## config.mk

```make
export PLATFORM = sky130hd
export DESIGN_NAME = dadda_acc_flat
export DESIGN_NICKNAME = d
export VERILOG_FILES = /design/src/rtl/dadda_acc_if.sv /design/src/rtl/dadda_acc.sv /design/src/flat_wrapper.sv
export SDC_FILE = /design/constraint.sdc
export NUM_CORES = 1
export LEC_CHECK = 0
export CAP_MARGIN = 0
export CORE_UTILIZATION = 45
export DETAILED_ROUTE_END_ITERATION = 7
export GPL_ROUTABILITY_DRIVEN = 0
export GPL_TIMING_DRIVEN = 0
export PLACE_DENSITY = 0.69
export SLEW_MARGIN = 5
export SYNTH_ARGS = -nofsm -noshare
export SYNTH_HDL_FRONTEND = slang
export SYNTH_SLANG_ARGS = --single-unit
export TNS_END_PERCENT = 50
```

## constraint.sdc

```tcl
create_clock -name clk -period 3.2 [get_ports clk]
set_input_delay 0.32 -clock clk [delete_from_list [all_inputs] [get_ports clk]]
set_output_delay 0.32 -clock clk [all_outputs]
set_load 0.02 [all_outputs]
```

## src/rtl/dadda_acc_if.sv

```systemverilog
// Handshake bundle between the Dadda product stream, the accumulator and the
// downstream consumer of group sums.
interface dadda_acc_if #(
    parameter int ACC_W = 24,
    parameter int CNT_W = 8
);
    logic [15:0]      prod_i;
    logic             prod_valid_i;
    logic             prod_last_i;
    logic             prod_ready_o;
    logic             clear_i;
    logic [ACC_W-1:0] sum_o;
    logic [CNT_W-1:0] sum_count_o;
    logic             sum_ovf_o;
    logic             sum_valid_o;
    logic             sum_ready_i;

    // The accumulator side.
    modport slave (
        input  prod_i, prod_valid_i, prod_last_i, clear_i, sum_ready_i,
        output prod_ready_o, sum_o, sum_count_o, sum_ovf_o, sum_valid_o
    );

    // The side that feeds products and drains results.
    modport master (
        output prod_i, prod_valid_i, prod_last_i, clear_i, sum_ready_i,
        input  prod_ready_o, sum_o, sum_count_o, sum_ovf_o, sum_valid_o
    );
endinterface

```

## src/rtl/dadda_acc.sv

```systemverilog
// Streaming group accumulator for 16-bit multiplier products: sums beats up to
// a last flag and presents a registered sum, saturating count and overflow flag.
module dadda_acc #(
    parameter int ACC_W = 24,
    parameter int CNT_W = 8
) (
    input logic       clk,
    input logic       rst_n,
    dadda_acc_if.slave bus
);

    typedef enum logic {IDLE, ACCUM} state_t;

    state_t           state_q, state_d;
    logic [ACC_W-1:0] acc_q, acc_d;
    logic [CNT_W-1:0] cnt_q, cnt_d;
    logic             ovf_q, ovf_d;
    logic [ACC_W-1:0] sum_q, sum_d;
    logic [CNT_W-1:0] sum_cnt_q, sum_cnt_d;
    logic             sum_ovf_q, sum_ovf_d;
    logic             sum_valid_q, sum_valid_d;

    logic             ready;
    logic             accept;
    logic [ACC_W:0]   add_full;
    logic [CNT_W-1:0] cnt_inc;

    // Ready looks at the downstream ready combinationally so a drain and a new
    // last beat can share one edge.
    assign ready    = rst_n & ~bus.clear_i & (~sum_valid_q | bus.sum_ready_i);
    assign accept   = bus.prod_valid_i & ready;
    assign add_full = {1'b0, acc_q} + (ACC_W+1)'(bus.prod_i);
    assign cnt_inc  = (cnt_q == {CNT_W{1'b1}}) ? cnt_q : cnt_q + CNT_W'(1);

    // NOTE: every always_comb output gets a default first so no path leaves a
    // signal unassigned, which would otherwise infer a latch.
    always_comb begin
        state_d     = state_q;
        acc_d       = acc_q;
        cnt_d       = cnt_q;
        ovf_d       = ovf_q;
        sum_d       = sum_q;
        sum_cnt_d   = sum_cnt_q;
        sum_ovf_d   = sum_ovf_q;
        sum_valid_d = sum_valid_q;

        if (sum_valid_q && bus.sum_ready_i)
            sum_valid_d = 1'b0;

        if (bus.clear_i) begin
            state_d = IDLE;
            acc_d   = '0;
            cnt_d   = '0;
            ovf_d   = 1'b0;
        end else if (accept) begin
            if (bus.prod_last_i) begin
                sum_d       = add_full[ACC_W-1:0];
                sum_ovf_d   = ovf_q | add_full[ACC_W];
                sum_cnt_d   = cnt_inc;
                sum_valid_d = 1'b1;
                state_d     = IDLE;
                acc_d       = '0;
                cnt_d       = '0;
                ovf_d       = 1'b0;
            end else begin
                state_d = ACCUM;
                acc_d   = add_full[ACC_W-1:0];
                ovf_d   = ovf_q | add_full[ACC_W];
                cnt_d   = cnt_inc;
            end
        end
    end

    // NOTE: sequential state uses non-blocking assignments so every register
    // samples its pre-edge inputs regardless of statement order.
    always_ff @(posedge clk) begin
        if (!rst_n) begin
            state_q     <= IDLE;
            acc_q       <= '0;
            cnt_q       <= '0;
            ovf_q       <= 1'b0;
            sum_q       <= '0;
            sum_cnt_q   <= '0;
            sum_ovf_q   <= 1'b0;
            sum_valid_q <= 1'b0;
        end else begin
            state_q     <= state_d;
            acc_q       <= acc_d;
            cnt_q       <= cnt_d;
            ovf_q       <= ovf_d;
            sum_q       <= sum_d;
            sum_cnt_q   <= sum_cnt_d;
            sum_ovf_q   <= sum_ovf_d;
            sum_valid_q <= sum_valid_d;
        end
    end

    assign bus.prod_ready_o = ready;
    assign bus.sum_o        = sum_q;
    assign bus.sum_count_o  = sum_cnt_q;
    assign bus.sum_ovf_o    = sum_ovf_q;
    assign bus.sum_valid_o  = sum_valid_q;

endmodule

```

## src/flat_wrapper.sv

```systemverilog
// flat-port wrapper written by rule: the top's interface ports become plain ports
module dadda_acc_flat 
#(
    parameter int ACC_W = 24,
    parameter int CNT_W = 8
)
  (clk, rst_n, bus_prod_i, bus_prod_valid_i, bus_prod_last_i, bus_clear_i, bus_sum_ready_i, bus_prod_ready_o, bus_sum_o, bus_sum_count_o, bus_sum_ovf_o, bus_sum_valid_o);
  dadda_acc_if #(.ACC_W(ACC_W), .CNT_W(CNT_W)) bus_i ();
  input logic clk;
  input logic rst_n;
  input wire logic [$bits(bus_i.prod_i)-1:0] bus_prod_i;
  input wire logic [$bits(bus_i.prod_valid_i)-1:0] bus_prod_valid_i;
  input wire logic [$bits(bus_i.prod_last_i)-1:0] bus_prod_last_i;
  input wire logic [$bits(bus_i.clear_i)-1:0] bus_clear_i;
  input wire logic [$bits(bus_i.sum_ready_i)-1:0] bus_sum_ready_i;
  output wire logic [$bits(bus_i.prod_ready_o)-1:0] bus_prod_ready_o;
  output wire logic [$bits(bus_i.sum_o)-1:0] bus_sum_o;
  output wire logic [$bits(bus_i.sum_count_o)-1:0] bus_sum_count_o;
  output wire logic [$bits(bus_i.sum_ovf_o)-1:0] bus_sum_ovf_o;
  output wire logic [$bits(bus_i.sum_valid_o)-1:0] bus_sum_valid_o;
  assign bus_i.prod_i = bus_prod_i;
  assign bus_i.prod_valid_i = bus_prod_valid_i;
  assign bus_i.prod_last_i = bus_prod_last_i;
  assign bus_i.clear_i = bus_clear_i;
  assign bus_i.sum_ready_i = bus_sum_ready_i;
  assign bus_prod_ready_o = bus_i.prod_ready_o;
  assign bus_sum_o = bus_i.sum_o;
  assign bus_sum_count_o = bus_i.sum_count_o;
  assign bus_sum_ovf_o = bus_i.sum_ovf_o;
  assign bus_sum_valid_o = bus_i.sum_valid_o;
  dadda_acc #(.ACC_W(ACC_W), .CNT_W(CNT_W)) u_core (.clk(clk), .rst_n(rst_n), .bus(bus_i));
endmodule
```

After elaboration in Yosys (flattened, before gate mapping). Cells that the tools add are included.

Output and inout bits: 35. Logic and storage cells: 29. Register bits after elaboration: 67. Input bits: 22.

Reduce and logical (&&, ||, !) cells: 3. Equal/unequal tests: 1. Bitwise gates (word level): 8. $add $sub $neg: 2. Muxes and demuxes: 8.

Operator list (number): 24-bit by 16-bit adder with 25-bit output (1); 24-bit two-way mux (1); 8-bit two-way mux (2); 8-bit by 1-bit adder with 8-bit output (second input constant) (1); 8-bit equality test (second input constant) (1); 1-bit two-way mux (5); 1-bit bitwise AND (3); 1-bit NOT (3); 3-bit AND reduction (1); 1-bit OR (2); 2-bit OR reduction (1); 1-bit logical AND (1).

Longest topological paths before layout. Gate-level depths: netlist of the first run.

Word-level depth: 6. Mapped depth: 10. Depth with buffers taken out: 10.

Least setup slack after synthesis of the first run. No wires, ideal clock.

Kind: input to register. From: input port bus_prod_i[0]. To: register u_core.acc_q[18]. Stages on the path: 10. Setup slack: 0.745 ns. Library setup time: 0.120 ns. Required time: 3.080 ns. Arrival time: 2.336 ns. Path through: ha_1 > inv_1 > fa_1 > nor2b_1 > o2111ai_1 > a2111o_1 > a21oi_1 > nand2b_1 > a31oi_1 > o31a_1.

Cells in the longest elaborated chain, start to end: 2.

RTL lines: start, declared (RTL line flat_wrapper.sv:11) `input wire logic [$bits(bus_i.prod_i)-1:0] bus_prod_i;`; 24-bit by 16-bit adder with 25-bit output (RTL line dadda_acc.sv:32) `assign add_full = {1'b0, acc_q} + (ACC_W+1)'(bus.prod_i);`; 24-bit two-way mux (RTL line dadda_acc.sv:56) `if (bus.prod_last_i) begin`; end signal, assigned (RTL line dadda_acc.sv:79) `acc_q <= '0;`; end signal, assigned (RTL line dadda_acc.sv:88) `acc_q <= acc_d;`; end, declared (RTL line dadda_acc.sv:15) `logic [ACC_W-1:0] acc_q, acc_d;`.

Every way passes these cells. A chain may end at the register's enable or synchronous reset.

Final worst setup path of the first run.
From: input port bus_prod_i[0]. To: register u_core.acc_q[20].

Same word-level chain as after synthesis.

==> results of run 1 <==
per-stage QoR:
stage	area [um2]	hold slack (ns)	total power, uW	util [%]
floorplan	3545	0.4291	992.0	-
global placement	4229	0.4412	1076	56.79
detailed placement	4229	0.4492	1078	56.79
CTS	4442	0.4604	1836	59.64
global route	4444	0.4748	1894	59.68
finish	4444	0.4562	1828	59.68
worst min-delay path by stage:
stage / from / slack [ns] / depth (start not counted) / endpoint
floorplan: u_core.acc_q[12]$_SDFFE_PP0P_ / 0.43 / 2 / u_core.acc_q[12]$_SDFFE_PP0P_
CTS: u_core.bus.sum_o[11]$_SDFFE_PN0P_ / 0.46 / 2 / u_core.bus.sum_o[11]$_SDFFE_PN0P_
global route: u_core.bus.sum_o[14]$_SDFFE_PN0P_ / 0.47 / 2 / u_core.bus.sum_o[14]$_SDFFE_PN0P_
finish: u_core.bus.sum_o[14]$_SDFFE_PN0P_ / 0.46 / 2 / u_core.bus.sum_o[14]$_SDFFE_PN0P_
global placement: u_core.acc_q[12]$_SDFFE_PP0P_ / 0.44 / 2 / u_core.acc_q[12]$_SDFFE_PP0P_
detailed placement: u_core.bus.sum_o[11]$_SDFFE_PN0P_ / 0.45 / 2 / u_core.bus.sum_o[11]$_SDFFE_PN0P_
worst min-delay path, stage by stage, from the launching register on:
cell	delay, ns
dfxtp_1	0.31
nand3_1	0.06
nand2_1	0.05
layout by cell type (no fill, tap or decap), types with 5 or more instances in the layout:
master,instances
nor2_1,54
and3_1,9
o21ai_0,30
a22oi_1,7
inv_1,13
clkbuf_1,22
a21oi_1,38
and2_1,6
xor2_1,10
xnor2_1,11
nand2_1,36
dfxtp_1,67
nand3_1,23
nor3_1,11
clkdlybuf4s50_1,56
mux2i_1,6
a22o_1,7
clkbuf_8,13
a21o_1,5
ha_1,17
repair_timing:
action | in CTS | in global routing
setup endpoints to repair | 0 | 4
hold buffers | 0 | 0
resized for setup | 0 | 1
setup buffers | 0 | 0
final cells by class:
class,instances,area (um2)
clock inverter,1,30.03
clock buffer,14,182.7
inverter,13,48.80
buffer,25,98.84
timing repair buffer,56,560.5
fill,703,3003
multi-input combinational,331,2058
sequential,67,1341
tap,99,123.9
per-layer routing:
layer	track usage, %	vias to the layer above
li1	-	1697
met1	32.57	1633
met2	40.78	125
met3	4.209	16
met4	8.333	0
met5	0	-
sequential cells by signal, indices dropped and copies added, names as in the netlist:
register and cells:
u_core.acc_q 24, u_core.bus.sum_o 24, u_core.bus.sum_count_o 8, u_core.cnt_q 8, u_core.bus.sum_ovf_o 1, u_core.bus.sum_valid_o 1
u_core.ovf_q 1
cell usage after synthesis, drive strengths merged, types with 2 or more instances:
cell and n:
inv 13, a31oi 4, nand2 36, o211a 2
buf 4, clkbuf 21, a22o 7, or3 4
a22oi 7, o21bai 2, dfxtp 67, and2 6
a21oi 38, xnor2 11, o2111ai 2, a31o 2
a21boi 2, a311oi 2, o22ai 2, nor3 11
o21ai 31, nand3 23, o211ai 2, nor2 54
nand2b 4, nor2b 2, o31ai 3, ha 17
mux2i 6, a211oi 4, or4 3, and3 9
a21o 7, nand4 2, and4 2, xor2 10
power breakdown:
part	internal, uW	switching (uW)
clock network	442	326
registers	848	7.68
logic	86.6	118
cells by family (layout without fill, tap and decap cells):
group	count (synthesis)	count (layout)
AND/OR/NAND/NOR	159	159
multiplexers	6	6
buffers and inverters	38	109
flip-flops	67	67
adder cells (fa/ha/maj)	18	18
XOR/XNOR	21	21
AO/OA/AOI/OAI	127	127
==> flow_summary.ini, run 1 <==
[run_status]
outcome = finished clean

[timing]
setup_tns_ns = 0
tightestPinTransition_ns = 0.8163
hold_viol_final = 0
period_minus_slack_ns = 2.958
setup_viol_count_final = 0
relSlewSlack_pct = 45.38
fmax_mhz = 338.1
fin_ws_ns = 0.2424
clock_skew_ns = 0.003213
rsz0062_at_grt = no
drv_slew = 0
period_share_pct = 92.43

[floorplan]
fp-row-count = 31
dieArea_mm2 = 0.008236
die_w_um = 90.75
initial_core_util_pct = 47.60
fp.coreArea_mm2 = 0.007447
fp.dieH_um = 90.75
ios = 57

[global_routing]
grt.overflow.total = 0
antenna_found_initial = 0
grt_pass1_vias = 3224
grt_max_degree = 11
track_usage_pct = 24.75
grt_pass1_wl_um = 16040

[yosys]
synthMuxAreaShare_pct = 1.694
yosysTopAreaCell = dfxtp_1
synth_edf_count = 0
synth_area_leaders = dfxtp_1, ha_1, nor2_1
yosysSeqAreaShare_pct = 37.84
ys_types = 55
syn_inst = 436
async_flop_share_pct = 0
ys_warn_count = 0
synthesis.nets = 476
synth-compound-area-share_pct = 23.58
synthAdderAreaFrac_pct = 6.565
synth_area_mm2 = 0.003545
ys_ff_latch = 67
synth_area_per_cell_um2 = 8.130
yosys.area_share.simple_pct = 20.97
synth_top_family_by_area = compound AO/OA/AOI/OAI gates
synth_top_area_share_pct = 37.84
yosys_most_used_dff = dfxtp_1
synth_xor_area_share_pct = 5.189

[worst_setup_path]
path_cells = clkdlybuf4s50_1 -> ha_1 -> inv_1 -> fa_1 -> nor2b_1 -> o2111ai_1 -> a2111o_1 -> a31oi_1 -> o21ai_0 -> a22oi_1 -> nor2_1
cp.required_ns = 3.42
cpPeakStageDelay_ns = 0.50
cp.depth = 11
critPathMaxFanout = 4
crit_path_end_kind = register
r2r-start = u_core.acc_q[0]$_SDFFE_PP0P_
r2r_slack_ns = 0.36
critPathCapture = u_core.acc_q[20]$_SDFFE_PP0P_
arrival_ns = 3.18
worstSetupStartpointType = input pin
critPathBufInv = 2
reg2regPathDepth = 10
crit_family = compound AO/OA/AOI/OAI gates
reg2reg_to = u_core.acc_q[20]$_SDFFE_PP0P_
critPathKind = input pin to register
slowest_stage = a2111o_1
crit_start = bus_prod_i[0]

[layout]
areaGrowthSynthToFinish_pct = 25.38
drive_gt1_share_pct = 5.523
final_nets = 543
antenna_cells = 0
instances_no_fill = 606

[route]
drtIter0Drc = 186
wl_met3_um = 588
vias_per_cell = 5.728
wl_met1_um = 4568
top_layer_used = met4
drtAntennaViolNets = 0
dr_wl_met2_um = 4469
wire_per_inst_um = 16.15
wirelength_um = 9786
drc_errors = 0
drt_pass1_iterations = 5
num_vias = 3471

[clock_tree]
cts_root_buf = clkbuf_8
cts.htree.levels = 3
cts-buffers-inserted = 9
cts_buffer_depth = 2
clock-sinks = 67
clk_latency_ns = 0.35
clk_pin_slew_ns = 0.07
cts_tree = yes

[flow_run]
drv_cap = 0

[power]
cellLeakagePower_uw = 0.001768
ir_worst_vdd_v = 0.0002325
power.density_mw_per_mm2 = 411.3

[placed_design]
place_ws_ns = -0.09400
dp.cells = 591
hpwl_um = 6964
portBuffers = 56

[worst_hold_path]
hold_class = register to register
Note: power is estimated with default switching activity, not from simulation.
==> run 2, diff against run 1 <==
CTS_BUF_LIST = sky130_fd_sc_hd__clkbuf_16   (was default)
==> run 2 against run 1 <==
  * Worst hold slack got worse by 0.0021 ns
  * Setup slack got worse by 0.046 ns
  * Clock-buffer cell count fell by 5
  * Highest routed layer unchanged
==> flow_summary.ini, run 2 (synthesis results as in run 1) <==
[layout]
design_area_mm2 = 0.004506
drive_gt1_share_pct = 4.734
final_common_cell = dfxtp_1
instances_no_fill = 606
final_cell_mix = dfxtp_1, clkdlybuf4s50_1, nor2_1
antenna_cells = 0
areaGrowthSynthToFinish_pct = 27.11
final_nets = 543

[floorplan]
dieArea_mm2 = 0.008236
fp.dieH_um = 90.75
fp-row-count = 31
initial_core_util_pct = 47.60
fp.coreArea_mm2 = 0.007447
ios = 57
die_w_um = 90.75

[power]
ir_worst_vdd_v = 0.0002777
clkPwrFrac_pct = 46.8
cellLeakagePower_uw = 0.001796
power.density_mw_per_mm2 = 443.2
combPwrFrac_pct = 10.3
p_int_uw = 1520
totalPowerFinal_uw = 1997
seqPwrFrac_pct = 42.9
power_switching_uw = 476.5
p_sw_share_pct = 23.86

[global_routing]
grt_pass1_vias = 3284
grt.overflow.total = 0
track_usage_pct = 24.89
grt_pass1_wl_um = 16190
antenna_found_initial = 0
grt_max_degree = 11

[route]
vias_per_cell = 5.696
num_vias = 3452
drc_errors = 0
drtAntennaViolNets = 0
wirelength_um = 9837
drtIter0Drc = 188
drt_pass1_iterations = 5
wire_per_inst_um = 16.23

[run_status]
outcome = finished clean

[worst_setup_path]
path_cells = clkdlybuf4s50_1 -> ha_1 -> inv_1 -> fa_1 -> nor2b_1 -> o2111ai_1 -> a2111o_1 -> a31oi_1 -> o21ai_0 -> a22oi_1 -> nor2_1
cpPeakStageDelay_ns = 0.50
arrival_ns = 3.20
crit_path_end_kind = register
critPathKind = input pin to register
critPathMaxFanout = 4
critPathBufInv = 2
slowest_stage = a2111o_1
cp.required_ns = 3.39
crit_family = compound AO/OA/AOI/OAI gates
worstSetupStartpointType = input pin

[timing]
relSlewSlack_pct = 44.57
hold_ws_ns = 0.4540
period_minus_slack_ns = 3.003
hold_viol_final = 0
setup_viol_count_final = 0
rsz0062_at_grt = no
period_share_pct = 93.85
fmax_mhz = 333.0
clock_skew_ns = 0.003254
setup_tns_ns = 0
tightestPinTransition_ns = 0.8284
drv_slew = 0

[clock_tree]
holdBufCountCts = 0
clock-sinks = 67
clk_pin_slew_ns = 0.05
cts_root_buf = clkbuf_16
clk_latency_ns = 0.33
cts_tree = yes
cts.htree.levels = 3
cts-buffers-inserted = 9
cts_buffer_depth = 2

[worst_hold_path]
hold_class = register to register

[placed_design]
placedInstanceArea_mm2 = 0.004229
portBuffers = 56
dp.cells = 591
hpwl_um = 6964

[flow_run]
drv_cap = 0
-- run 2: changes by cell type in the layout (fill, tap and decap cells not counted), sizes merged --
cell,delta
inv,+1
clkinv,+4
clkbuf,-5
-- run 2: worst register-to-register path, cell delays in order (launching register included) --
cell and delay (ns):
dfxtp_1 0.33, ha_1 0.19, inv_1 0.06, fa_1 0.39
nor2b_1 0.19, o2111ai_1 0.20, a2111o_1 0.50, a31oi_1 0.43
o21ai_0 0.15, a22oi_1 0.22, nor2_1 0.06
-- run 2: per-layer routing --
metal / vias up / global-route usage (%) / wire length, um / part of all wire [%]
met3: 19 / 4.882 / 643 / 6.5
met5: - / 0 / 0 / 0
met1: 1621 / 32.26 / 4511 / 46
met4: 0 / 9.140 / 175 / 1.8
li1: 1698 / - / - / -
met2: 114 / 40.78 / 4507 / 46
-- run 2: layout make-up --
type	count	area [um2]
fillers	703	2942
multi-input cells	331	2058
flip-flops and latches	67	1341
repair buffers	56	560.5
clock buffers	9	225.2
well taps	99	123.9
plain buffers	25	98.84
clock inverters	6	48.80
inverters	13	48.80
-- run 2: power by group through the flow --
| stage | Sequential, uW | Combinational, uW | Clock [uW] |
|---|---|---|---|
| floorplan | 887 | 105 | 0 |
| global placement | 874 | 202 | 0 |
| detailed placement | 875 | 204 | 0 |
| CTS | 857 | 205 | 943 |
| global route | 858 | 223 | 986 |
| finish | 857 | 206 | 934 |
-- run 2: final timing paths --
check	start	endpoint	slack, ns	depth (start not counted)
worst min-delay path	u_core.bus.sum_o[14]$_SDFFE_PN0P_	u_core.bus.sum_o[14]$_SDFFE_PN0P_	0.45	2
worst max-delay path	bus_prod_i[0]	u_core.acc_q[20]$_SDFFE_PP0P_	0.20	11
worst min register to register	u_core.bus.sum_o[14]$_SDFFE_PN0P_	u_core.bus.sum_o[14]$_SDFFE_PN0P_	0.45	2
worst max register to register	u_core.acc_q[0]$_SDFFE_PP0P_	u_core.acc_q[20]$_SDFFE_PP0P_	0.33	10
-- run 2: stage by stage --
| step | utilization [%] | setup slack [ns] |
|---|---|---|
| final | 60.50 | 0.1967 |
| after global routing | 60.50 | 0.01678 |
| after CTS | 60.47 | 0.2010 |
| after floorplan | - | 0.7447 |
| after detailed placement | 56.79 | -0.09400 |
| after global placement | 56.79 | -0.03811 |
-- run 2: what timing repair did --
action                                  CTS  global route
endpoints found under the setup margin    0             5
resized for setup                         0             1
hold endpoints to repair                  0             0
setup buffers                             0             0
==> run 3, diff against run 2 <==
CORE_MARGIN = 2   (was default)
GPL_ROUTABILITY_DRIVEN = default   (was 0)
==> run 3 against run 2 <==
  * Sequential share of layout area barely moved
  * Highest routed layer unchanged
  * Setup slack improved by 0.032 ns
  * Register-to-register slack better by 0.04 ns
  * First-iteration DRC count is 4.3% higher
  * Utilization shrank 1.8 points
  * Non-clock buffer count stayed put
  * Critical endpoint is now u_core.acc_q[18]$_SDFFE_PP0P_
  * Critical path depth is the same
==> flow_summary.ini, run 3 (synthesis results as in run 1) <==
[run_status]
outcome = finished clean

[floorplan]
fp-row-count = 32
initial_core_util_pct = 46.11
die_w_um = 92.75
fp.dieH_um = 92.75
fp.coreArea_mm2 = 0.007687
dieArea_mm2 = 0.008603
ios = 57

[timing]
clock_skew_ns = 0.007973
setup_viol_count_final = 0
setup_tns_ns = 0
hold_viol_final = 0
drv_slew = 0
fmax_mhz = 336.5
tightestPinTransition_ns = 0.8599
period_share_pct = 92.87
relSlewSlack_pct = 42.46
period_minus_slack_ns = 2.972
rsz0062_at_grt = no

[power]
ir_worst_vdd_v = 0.0002767
power.density_mw_per_mm2 = 443.2
cellLeakagePower_uw = 0.001802

[layout]
antenna_cells = 0
final_common_cell = dfxtp_1
fill_cells = 716
areaGrowthSynthToFinish_pct = 27.25
final_cell_mix = dfxtp_1, clkdlybuf4s50_1, nor2_1
drive_gt1_share_pct = 4.931
final_nets = 543
design_area_mm2 = 0.004511
fin_util_pct = 58.68

[clock_tree]
cts-buffers-inserted = 9
ctsResizeCount = 0
holdBufCountCts = 0
clock-sinks = 67
cts_root_buf = clkbuf_16
cts_buffer_depth = 2
postCtsSetupRepairBufs = 0
clk_latency_ns = 0.33
clk_pin_slew_ns = 0.05
cts.htree.levels = 3
cts_tree = yes

[worst_hold_path]
worstHoldPathCells = 2
hold_class = register to register

[worst_setup_path]
critPathBufInv = 2
critPathMaxFanout = 7
path_cells = clkdlybuf4s50_1 -> ha_1 -> inv_1 -> fa_1 -> nor2b_1 -> o2111ai_1 -> a2111o_1 -> a21oi_1 -> nand2b_2 -> a31oi_1 -> o31a_1
cp.required_ns = 3.41
arrival_ns = 3.18
slowest_stage = a2111o_1
worstSetupStartpointType = input pin
reg2regPathDepth = 10
crit_family = compound AO/OA/AOI/OAI gates
cpPeakStageDelay_ns = 0.49
cp.depth = 11
critPathKind = input pin to register
crit_path_end_kind = register

[route]
drc_errors = 0
vias_per_cell = 5.704
wire_per_inst_um = 16.10
drtIter0Drc = 196
drt_pass1_iterations = 4
num_vias = 3474
wirelength_um = 9802
drtAntennaViolNets = 0

[global_routing]
grt.overflow.total = 0
grt_pass1_vias = 3269
grt_pass1_wl_um = 16260
antenna_found_initial = 0
track_usage_pct = 24.09
grt_max_degree = 11

[placed_design]
hpwl_um = 6909
routabilityCongestion = 0.9165
placedInstanceArea_mm2 = 0.004233
portBuffers = 56

[flow_run]
drv_cap = 0
==> run 3: changes by cell type in the layout (fill, tap and decap cells not counted) <==
| cell | before | now |
|---|---|---|
| clkinv_1 | 4 | 2 |
| clkinv_2 | 0 | 1 |
| inv_1 | 14 | 15 |
==> run 3: routing by layer <==
layer	GRT usage, %	vias up	wire length (um)
li1	-	1701	-
met1	31.26	1622	4470
met2	38.63	127	4396
met3	6.998	24	676
met4	7.721	0	259
met5	0	-	0
==> run 3: worst register-to-register path, cell delays in order, from the launching register on <==
cell and delay (ns):
dfxtp_1 0.33, ha_1 0.17, inv_1 0.05, fa_1 0.39
nor2b_1 0.20, o2111ai_1 0.19, a2111o_1 0.49, a21oi_1 0.27
nand2b_2 0.25, a31oi_1 0.11, o31a_1 0.26
==> run 3: path summary, 6_finish.rpt <==
| check | end | slack [ns] | start |
|---|---|---|---|
| worst max-delay path | u_core.acc_q[18]$_SDFFE_PP0P_ | 0.23 | bus_prod_i[0] |
| worst min-delay path | u_core.bus.sum_o[11]$_SDFFE_PN0P_ | 0.45 | u_core.bus.sum_o[11]$_SDFFE_PN0P_ |
| worst max register to register | u_core.acc_q[18]$_SDFFE_PP0P_ | 0.37 | u_core.acc_q[0]$_SDFFE_PP0P_ |
| worst min register to register | u_core.bus.sum_o[11]$_SDFFE_PN0P_ | 0.45 | u_core.bus.sum_o[11]$_SDFFE_PN0P_ |
==> run 3: stage by stage <==
step	setup WS [ns]	power (uW)	std cells	hold WS [ns]
2_1_floorplan	0.7447	992.0	436	0.4291
3_3_place_gp	-0.02228	1076	594	0.4405
3_5_place_dp	-0.03506	1078	594	0.4470
4_1_cts	0.2095	2006	609	0.4555
5_1_grt	0.08470	2065	609	0.4687
6_report	0.2282	1999	609	0.4519
==> run 3: power breakdown <==
part	total, uW	internal, uW	switching (uW)
registers	857	849	7.73
logic	207	86.7	120
clock network	935	586	349
==> run 3: final cells by class <==
| cell class | instances | area [um2] | share of cell area (%) |
|---|---|---|---|
| Clock inverter | 6 | 50.05 | 1.110 |
| Inverter | 13 | 48.80 | 1.082 |
| Buffer | 25 | 98.84 | 2.191 |
| Sequential cell | 67 | 1341 | 29.74 |
| Multi-Input combinational cell | 331 | 2058 | 45.63 |
| Clock buffer | 9 | 225.2 | 4.993 |
| Tap cell | 102 | 127.6 | 2.829 |
| Timing Repair Buffer | 56 | 560.5 | 12.43 |
